`src/rtl/rv32i_pkg.sv`:
```
// rv32i_pkg: shared definitions for the rv32i_core CPU tile.
// Contents: opcode and funct3 codes, the control FSM state enum, the ALU
// operation encoding, and helpers that map funct3 fields onto ALU ops.
// No ports; imported by rv32i_alu and rv32i_core.
package rv32i_pkg;

  localparam logic [6:0] OPC_OP     = 7'b0110011;
  localparam logic [6:0] OPC_OP_IMM = 7'b0010011;
  localparam logic [6:0] OPC_LOAD   = 7'b0000011;
  localparam logic [6:0] OPC_STORE  = 7'b0100011;
  localparam logic [6:0] OPC_BRANCH = 7'b1100011;
  localparam logic [6:0] OPC_JAL    = 7'b1101111;
  localparam logic [6:0] OPC_JALR   = 7'b1100111;
  localparam logic [6:0] OPC_LUI    = 7'b0110111;
  localparam logic [6:0] OPC_AUIPC  = 7'b0010111;
  localparam logic [6:0] OPC_FENCE  = 7'b0001111;
  localparam logic [6:0] OPC_SYSTEM = 7'b1110011;

  localparam logic [2:0] F3_ADD  = 3'b000;
  localparam logic [2:0] F3_SLL  = 3'b001;
  localparam logic [2:0] F3_SLT  = 3'b010;
  localparam logic [2:0] F3_SLTU = 3'b011;
  localparam logic [2:0] F3_XOR  = 3'b100;
  localparam logic [2:0] F3_SR   = 3'b101;
  localparam logic [2:0] F3_OR   = 3'b110;
  localparam logic [2:0] F3_AND  = 3'b111;

  localparam logic [2:0] F3_BEQ  = 3'b000;
  localparam logic [2:0] F3_BNE  = 3'b001;
  localparam logic [2:0] F3_BLT  = 3'b100;
  localparam logic [2:0] F3_BGE  = 3'b101;
  localparam logic [2:0] F3_BLTU = 3'b110;
  localparam logic [2:0] F3_BGEU = 3'b111;

  localparam logic [2:0] F3_LB   = 3'b000;
  localparam logic [2:0] F3_LH   = 3'b001;
  localparam logic [2:0] F3_LW   = 3'b010;
  localparam logic [2:0] F3_LBU  = 3'b100;
  localparam logic [2:0] F3_LHU  = 3'b101;
  localparam logic [2:0] F3_SW   = 3'b010;

  typedef enum logic [1:0] {S_FETCH, S_EXEC, S_MEM, S_HALT} state_t;

  typedef enum logic [3:0] {
    ALU_ADD, ALU_SUB, ALU_SLL, ALU_SLT, ALU_SLTU, ALU_XOR, ALU_SRL, ALU_SRA,
    ALU_OR, ALU_AND, ALU_EQ, ALU_NE, ALU_LT, ALU_GE, ALU_LTU, ALU_GEU
  } alu_op_t;

  // alt selects SUB/SRA; callers must only raise it where funct7[5] is meaningful
  function automatic alu_op_t alu_op_from_f3(input logic [2:0] f3, input logic alt);
    case (f3)
      F3_ADD:  return alt ? ALU_SUB : ALU_ADD;
      F3_SLL:  return ALU_SLL;
      F3_SLT:  return ALU_SLT;
      F3_SLTU: return ALU_SLTU;
      F3_XOR:  return ALU_XOR;
      F3_SR:   return alt ? ALU_SRA : ALU_SRL;
      F3_OR:   return ALU_OR;
      default: return ALU_AND;
    endcase
  endfunction

  function automatic alu_op_t branch_op_from_f3(input logic [2:0] f3);
    case (f3)
      F3_BNE:  return ALU_NE;
      F3_BLT:  return ALU_LT;
      F3_BGE:  return ALU_GE;
      F3_BLTU: return ALU_LTU;
      F3_BGEU: return ALU_GEU;
      default: return ALU_EQ;
    endcase
  endfunction

endpackage

```
`src/rtl/rv32i_alu.sv`:
```
// rv32i_alu: combinational ALU for rv32i_core, including branch compares.
// Ports:
//   a, b : 32-bit operands
//   op   : operation (alu_op_t)
//   y    : 32-bit result; compare ops return 0 or 1
module rv32i_alu
  import rv32i_pkg::*;
(
  input  logic [31:0] a,
  input  logic [31:0] b,
  input  alu_op_t     op,
  output logic [31:0] y
);

  // Shift amounts use only the low five bits of b.
  always_comb begin
    y = '0;
    case (op)
      ALU_ADD:  y = a + b;
      ALU_SUB:  y = a - b;
      ALU_SLL:  y = a << b[4:0];
      ALU_SLT:  y = {31'b0, $signed(a) < $signed(b)};
      ALU_SLTU: y = {31'b0, a < b};
      ALU_XOR:  y = a ^ b;
      ALU_SRL:  y = a >> b[4:0];
      ALU_SRA:  y = $unsigned($signed(a) >>> b[4:0]);
      ALU_OR:   y = a | b;
      ALU_AND:  y = a & b;
      ALU_EQ:   y = {31'b0, a == b};
      ALU_NE:   y = {31'b0, a != b};
      ALU_LT:   y = {31'b0, $signed(a) < $signed(b)};
      ALU_GE:   y = {31'b0, $signed(a) >= $signed(b)};
      ALU_LTU:  y = {31'b0, a < b};
      default:  y = {31'b0, a >= b};
    endcase
  end

endmodule

```
`src/rtl/rv32i_core.sv`:
```
// rv32i_core: minimal multi-cycle RV32I core with one shared memory port.
// FETCH -> EXEC (-> MEM for loads/SW) -> FETCH. RAM read must be combinational.
// Ports:
//   clk, rst   : rising-edge clock, asynchronous active-high reset
//   mem_addr   : byte address (RAM indexes with mem_addr[31:2])
//   mem_wdata  : store data, zero unless a store is in MEM
//   mem_rdata  : combinational read data for mem_addr
//   mem_we     : word write strobe, high only in MEM of a SW
//   halted     : only with RV32I_ILLEGAL_HALT_EN; high in HALT state
// Optional feature macro: RV32I_ILLEGAL_HALT_EN (unknown opcodes halt the core
// instead of executing as NOP).
module rv32i_core
  import rv32i_pkg::*;
#(
  parameter logic [31:0] RESET_PC = 32'h0000_0000
) (
  input  logic        clk,
  input  logic        rst,
  output logic [31:0] mem_addr,
  output logic [31:0] mem_wdata,
  input  logic [31:0] mem_rdata,
  output logic        mem_we
`ifdef RV32I_ILLEGAL_HALT_EN
  ,
  output logic        halted
`endif
);

  state_t      state, state_next;
  logic [31:0] pc, ir, eff_addr;
  logic [31:0] registers [0:31];

  logic [6:0]  opcode;
  logic [4:0]  rd, rs1, rs2;
  logic [2:0]  funct3;
  logic [31:0] imm_i, imm_s, imm_b, imm_u, imm_j;
  logic [31:0] rs1_val, rs2_val, pc_plus4;

  logic [31:0] alu_a, alu_b, alu_y;
  alu_op_t     alu_op;
  logic [31:0] exec_wdata, exec_pc, load_lane, load_data;
  logic        exec_we, exec_to_mem, illegal;

  assign opcode   = ir[6:0];
  assign rd       = ir[11:7];
  assign funct3   = ir[14:12];
  assign rs1      = ir[19:15];
  assign rs2      = ir[24:20];
  assign imm_i    = {{20{ir[31]}}, ir[31:20]};
  assign imm_s    = {{20{ir[31]}}, ir[31:25], ir[11:7]};
  assign imm_b    = {{19{ir[31]}}, ir[31], ir[7], ir[30:25], ir[11:8], 1'b0};
  assign imm_u    = {ir[31:12], 12'b0};
  assign imm_j    = {{11{ir[31]}}, ir[31], ir[19:12], ir[20], ir[30:21], 1'b0};
  // x0 is never written, so a direct read always yields zero for it
  assign rs1_val  = registers[rs1];
  assign rs2_val  = registers[rs2];
  assign pc_plus4 = pc + 32'd4;

  rv32i_alu u_alu (
    .a  (alu_a),
    .b  (alu_b),
    .op (alu_op),
    .y  (alu_y)
  );

  // Decode: ALU operand selection plus what EXEC commits (rd, next pc, or
  // the hand-off to MEM). Invalid funct3 in loads, SB/SH and invalid branch
  // funct3 fall through as NOPs.
  always_comb begin
    alu_a       = rs1_val;
    alu_b       = imm_i;
    alu_op      = ALU_ADD;
    exec_wdata  = alu_y;
    exec_we     = 1'b0;
    exec_pc     = pc_plus4;
    exec_to_mem = 1'b0;
    illegal     = 1'b0;
    case (opcode)
      OPC_OP: begin
        alu_b   = rs2_val;
        alu_op  = alu_op_from_f3(funct3, ir[30]);
        exec_we = 1'b1;
      end
      OPC_OP_IMM: begin
        alu_op  = alu_op_from_f3(funct3, (funct3 == F3_SR) && ir[30]);
        exec_we = 1'b1;
      end
      OPC_LUI: begin
        exec_wdata = imm_u;
        exec_we    = 1'b1;
      end
      OPC_AUIPC: begin
        exec_wdata = pc + imm_u;
        exec_we    = 1'b1;
      end
      OPC_JAL: begin
        exec_wdata = pc_plus4;
        exec_we    = 1'b1;
        exec_pc    = pc + imm_j;
      end
      OPC_JALR: begin
        exec_wdata = pc_plus4;
        exec_we    = 1'b1;
        exec_pc    = {alu_y[31:1], 1'b0};
      end
      OPC_BRANCH: begin
        alu_b  = rs2_val;
        alu_op = branch_op_from_f3(funct3);
        if (alu_y[0] && (funct3[2:1] != 2'b01)) exec_pc = pc + imm_b;
      end
      OPC_LOAD:
        exec_to_mem = funct3 inside {F3_LB, F3_LH, F3_LW, F3_LBU, F3_LHU};
      OPC_STORE: begin
        alu_b       = imm_s;
        exec_to_mem = (funct3 == F3_SW);
      end
      OPC_FENCE, OPC_SYSTEM: ;
      default: begin
`ifdef RV32I_ILLEGAL_HALT_EN
        illegal = 1'b1;
        exec_pc = pc;
`endif
      end
    endcase
  end

  // Load lane extraction: shift the addressed byte/half down to bit 0.
  always_comb begin
    load_lane = mem_rdata >> {eff_addr[1:0], 3'b000};
    case (funct3)
      F3_LB:   load_data = {{24{load_lane[7]}}, load_lane[7:0]};
      F3_LH:   load_data = {{16{load_lane[15]}}, load_lane[15:0]};
      F3_LBU:  load_data = {24'b0, load_lane[7:0]};
      F3_LHU:  load_data = {16'b0, load_lane[15:0]};
      default: load_data = mem_rdata;
    endcase
  end

  // Next-state and memory port; the port shows pc except during MEM.
  always_comb begin
    state_next = state;
    mem_addr   = pc;
    mem_wdata  = '0;
    mem_we     = 1'b0;
    case (state)
      S_FETCH: state_next = S_EXEC;
      S_EXEC: begin
        if (illegal)          state_next = S_HALT;
        else if (exec_to_mem) state_next = S_MEM;
        else                  state_next = S_FETCH;
      end
      S_MEM: begin
        mem_addr   = eff_addr;
        state_next = S_FETCH;
        if (opcode == OPC_STORE) begin
          mem_addr  = {eff_addr[31:2], 2'b00};
          mem_wdata = rs2_val;
          mem_we    = 1'b1;
        end
      end
      default: state_next = state;
    endcase
  end

`ifdef RV32I_ILLEGAL_HALT_EN
  assign halted = (state == S_HALT);
`endif

  // State register.
  always_ff @(posedge clk or posedge rst) begin
    if (rst) state <= S_FETCH;
    else     state <= state_next;
  end

  // Architectural state: only the cycle that completes an instruction
  // touches pc or the register file.
  always_ff @(posedge clk or posedge rst) begin
    if (rst) begin
      pc       <= RESET_PC;
      ir       <= '0;
      eff_addr <= '0;
      for (int i = 0; i < 32; i++) registers[i] <= '0;
    end else begin
      case (state)
        S_FETCH: ir <= mem_rdata;
        S_EXEC: begin
          if (exec_to_mem) begin
            eff_addr <= alu_y;
          end else begin
            pc <= exec_pc;
            if (exec_we && (rd != 5'd0)) registers[rd] <= exec_wdata;
          end
        end
        S_MEM: begin
          pc <= pc_plus4;
          if ((opcode == OPC_LOAD) && (rd != 5'd0)) registers[rd] <= load_data;
        end
        default: ;
      endcase
    end
  end

endmodule

```
`config.mk`:
```
export PLATFORM = sky130hd
export DESIGN_NAME = rv32i_core
export DESIGN_NICKNAME = d
export VERILOG_FILES = /design/src/rtl/rv32i_pkg.sv /design/src/rtl/rv32i_alu.sv /design/src/rtl/rv32i_core.sv
export SDC_FILE = /design/constraint.sdc
export NUM_CORES = 2
export LEC_CHECK = 0
export BUFFER_PORTS_ARGS = -buffer_cell sky130_fd_sc_hd__clkbuf_2
export CAP_MARGIN = 0
export CELL_PAD_IN_SITES_DETAIL_PLACEMENT = 1
export CELL_PAD_IN_SITES_GLOBAL_PLACEMENT = 1
export CORE_UTILIZATION = 39
export DETAILED_ROUTE_END_ITERATION = 10
export GPL_TIMING_DRIVEN = 0
export HOLD_SLACK_MARGIN = 0.12
export PLACE_DENSITY_LB_ADDON = 0.1
export SLEW_MARGIN = 20
export SYNTH_ARGS = -nofsm -noshare
export SYNTH_HDL_FRONTEND = slang
export SYNTH_SLANG_ARGS = --single-unit
```
`constraint.sdc`:
```
create_clock -name clk -period 34.5 [get_ports clk]
set_clock_uncertainty 0.15 [all_clocks]
set_input_delay 1.725 -clock clk [delete_from_list [all_inputs] [get_ports clk]]
set_output_delay 1.725 -clock clk [all_outputs]
set_load 0.02 [all_outputs]
```
==> out/results.tsv <==
stage	metric	value	unit
outcome	status	completed	
cells_and_area	final_cell_mix	nand2_1, dfrtp_1, o21ai_0	
grt	gr-usage-all-layers	52.55	%
worst_setup_path	critPathKind	reg -> reg	
clock_network	root_buffer	clkbuf_16	
timing	setup_tns	0	ns
timing	grt_setup_unrepaired	no	
synth	syn_area	74810	µm²
timing	finalHoldViolations	0	
clock_network	hold_buffers	0	
power_and_ir_drop	powerDensity	105.4	nW/µm²
synth	synth_edf_count	0	
detailed_routing	drt_iter0_markers	11088	
synth	ys_ff_latch	1121	
timing	fin_crit	13.45	ns
clock_network	cts-htree-levels	4	
run	max-cap-violations	0	
synth	synth_cell_types	105	
cells_and_area	final_common_cell	nand2_1	
timing	drv_slew	0	
worst_setup_path	endpoint_kind	flop	
worst_setup_path	timing.rr.start	ir[20]	
synth	synth_top_area_share	37.50	%
detailed_routing	drcViolationCount	0	
clock_network	cts_tree	yes	
grt	grt_max_degree	108	
detailed_routing	drt-vias-per-instance	7.186	
floorplanning	num_io_pins	99	
clock_network	cts.repair.resized	0	
floorplanning	num_rows	160	
worst_setup_path	r2r_cells	27	
synth	synth_area_leader_cell	dfrtp_1	
floorplanning	die_area	193600	µm²
synth	synthCells	8031	
synth	seq_area_frac_synth	37.50	%
timing	finalCritPeriodShare	39.00	%
synth	syn_area_per_cell	9.315	µm²
grt	overflow	0	
worst_setup_path	path_max_fanout	11	
worst_setup_path	slowest_stage	mux2i_1	
placed_design	place_area	79960	µm²
hold_path	worstHoldEndpoint	eff_addr[15]	
synth	async_reset_ff_share	100.0	%
clock_network	clockBufferDepth	3	
hold_path	worstHoldPathCells	2	
clock_network	post_cts_buffers	0	
grt	antenna_found_initial	43	
detailed_routing	first_pass_iters	8	
placed_design	place_hpwl	397400	µm
hold_path	worst_hold_startpoint	eff_addr[15]	
synth	yosysWarnings	0	
timing	setup_viol_count_final	0	
worst_setup_path	critPathMaxStageDelay	0.95	ns
detailed_routing	ant_nets	0	
clock_network	cts.sink_count	1121	
timing	slew_headroom	4.421	%
detailed_routing	wl_per_cell	47.08	µm
floorplanning	coreArea	190400	µm²
worst_setup_path	worstSetupStartpointType	flop	
placed_design	place_congestion	1.140	
cells_and_area	fin_nets	8533	
worst_setup_path	worstPathRequired	35.02	ns
synth	synth.area.top_cells	dfrtp_1, mux4_2, mux2i_1, o21ai_0, nand2_1	
hold_path	worstHoldPathType	reg -> reg	
detailed_routing	vias	78869	
cells_and_area	drive_above_1_share	15.12	%
timing	tightest_slew	1.428	ns
synth	syn_nets	8232	
power_and_ir_drop	ir_worst_vdd	0.05997	mV
clock_network	clock_insertion_delay_worst_skew	0.85	ns
worst_setup_path	critPathArrivalTime	13.97	ns
clock_network	path_clk_slew	0.06	ns
floorplanning	die_y	440.0	µm
cells_and_area	multiInputGateArea	43140	µm²
power_and_ir_drop	leakagePower	35.93	nW
cells_and_area	final_cell_area	84740	µm²
floorplanning	fp.dieW	440.0	µm
worst_setup_path	timing.rr.end	registers[444]	
timing	max_freq	74.32	MHz
clock_network	cts_made_buffers	135	
grt	grt_pass1_vias	76415	
synth	synthFlopType	dfrtp_1	
cells_and_area	regArea	28050	µm²
floorplanning	initial_core_util	39.29	%
cells_and_area	n_fill_cell	21717	
grt	grt_pass1_wl	684900	µm
worst_setup_path	rrSetupSlack	21.05	ns
cells_and_area	area.growth.synth_to_final	13.27	%
worst_setup_path	crit_buf_inv	9	
detailed_routing	wl	516700	µm
placed_design	io_buffers	98	
worst_setup_path	path_delay_family	compound AO/OA/AOI/OAI gates	
==> state kept, by name, summed over array words and instances, names as in the netlist <==
register and cells:
registers 1024, eff_addr 32, ir 32, pc 31, state 2
==> cells in the mapped netlist (all sizes together) (30+ instances only) <==
library cell	count
mux2	95
dfrtp	1121
a22o	30
buf	226
nand2b	33
o21ai	1088
a211oi	57
a221oi	57
nor3	64
a21oi	461
o31ai	48
mux4	368
mux2i	566
a22oi	212
nand3	135
clkbuf	545
xor2	32
and3	47
nor2	497
a21o	49
inv	125
ha	162
nand2	1207
o221ai	30
xnor2	67
o211ai	73
a31oi	167
o22ai	37
==> cells by family after synthesis <==
kind of cell	after synthesis	share of synthesized area (%)
compound gates	2553	20.93
xor+xnor	99	1.159
fa+ha+maj	167	2.843
buf+inv	898	5.264
flops	1121	37.50
mux	1029	20.09
simple gates	2164	12.22
==> worst max path at each step <==
| stage | start | end | slack (ns) | cells past startpoint |
|---|---|---|---|---|
| 6_report | ir[20] | registers[444] | 21.05 | 27 |
| 3_5_place_dp | ir[20] | registers[476] | 21.67 | 27 |
| 3_3_place_gp | rst | registers[434] | -13.22 | 2 |
| 5_1_grt | ir[20] | registers[348] | 21.43 | 27 |
| 2_1_floorplan | rst | eff_addr[0] | 1.06 | 1 |
| 4_1_cts | ir[20] | registers[476] | 21.62 | 27 |
==> final cells by class <==
class                   count  share of cell area [%]
plain buffers             771                   4.244
clock buffers             202                   4.821
well taps                2511                   3.708
repair buffers            164                   1.920
diodes                     31                 0.09155
multi-input cells        6012                   50.91
flip-flops and latches   1121                   33.11
clock inverters            37                  0.6305
inverters                 127                  0.5714
==> power breakdown <==
group	internal, mW	switching (mW)	leakage, nW
clock	0.883	0.660	2.27
combinational	1.45	3.81	22.4
sequential	1.69	0.434	11.2
==> per-stage QoR <==
stage	hold WS (ns)	cells	setup WS (ns)	total power, mW	util (%)
detailed placement	0.3197	10704	21.67	6.981	42.00
CTS	0.3325	10943	21.62	8.516	44.43
finish	0.3321	10976	21.05	8.928	44.51
global placement	0.3051	10640	-13.22	6.780	41.20
floorplan	0.2929	8031	1.058	4.495	-
global route	0.3519	10950	21.43	8.969	44.47
==> worst register-to-register path, cell delays in order (launching register included) <==
cell,delay (ns)
dfrtp_1,0.57
buf_4,0.26
buf_6,0.22
buf_6,0.24
buf_4,0.49
clkbuf_1,0.37
buf_2,0.73
clkbuf_2,0.69
mux4_2,0.63
mux4_2,0.61
mux2i_1,0.95
a21oi_1,0.61
ha_1,0.45
clkbuf_1,0.23
o21a_1,0.17
o21ai_0,0.32
o31ai_2,0.27
a222oi_1,0.56
a31oi_1,0.27
o2111ai_1,0.39
a21boi_0,0.30
o211a_1,0.28
o21ai_0,0.73
nand4bb_1,0.57
a221o_1,0.65
nand2_1,0.62
clkbuf_1,0.70
o21ai_0,0.25
==> routing by layer <==
| layer | vias to the layer above | wire length [µm] | GRT usage (%) |
|---|---|---|---|
| met5 | - | 257 | 0.5707 |
| met4 | 20 | 59060 | 48.81 |
| met3 | 2021 | 67240 | 21.66 |
| met2 | 6314 | 213200 | 74.95 |
| met1 | 40315 | 177000 | 59.41 |
| li1 | 30199 | - | - |
Note: power is estimated with default switching activity, not from simulation.
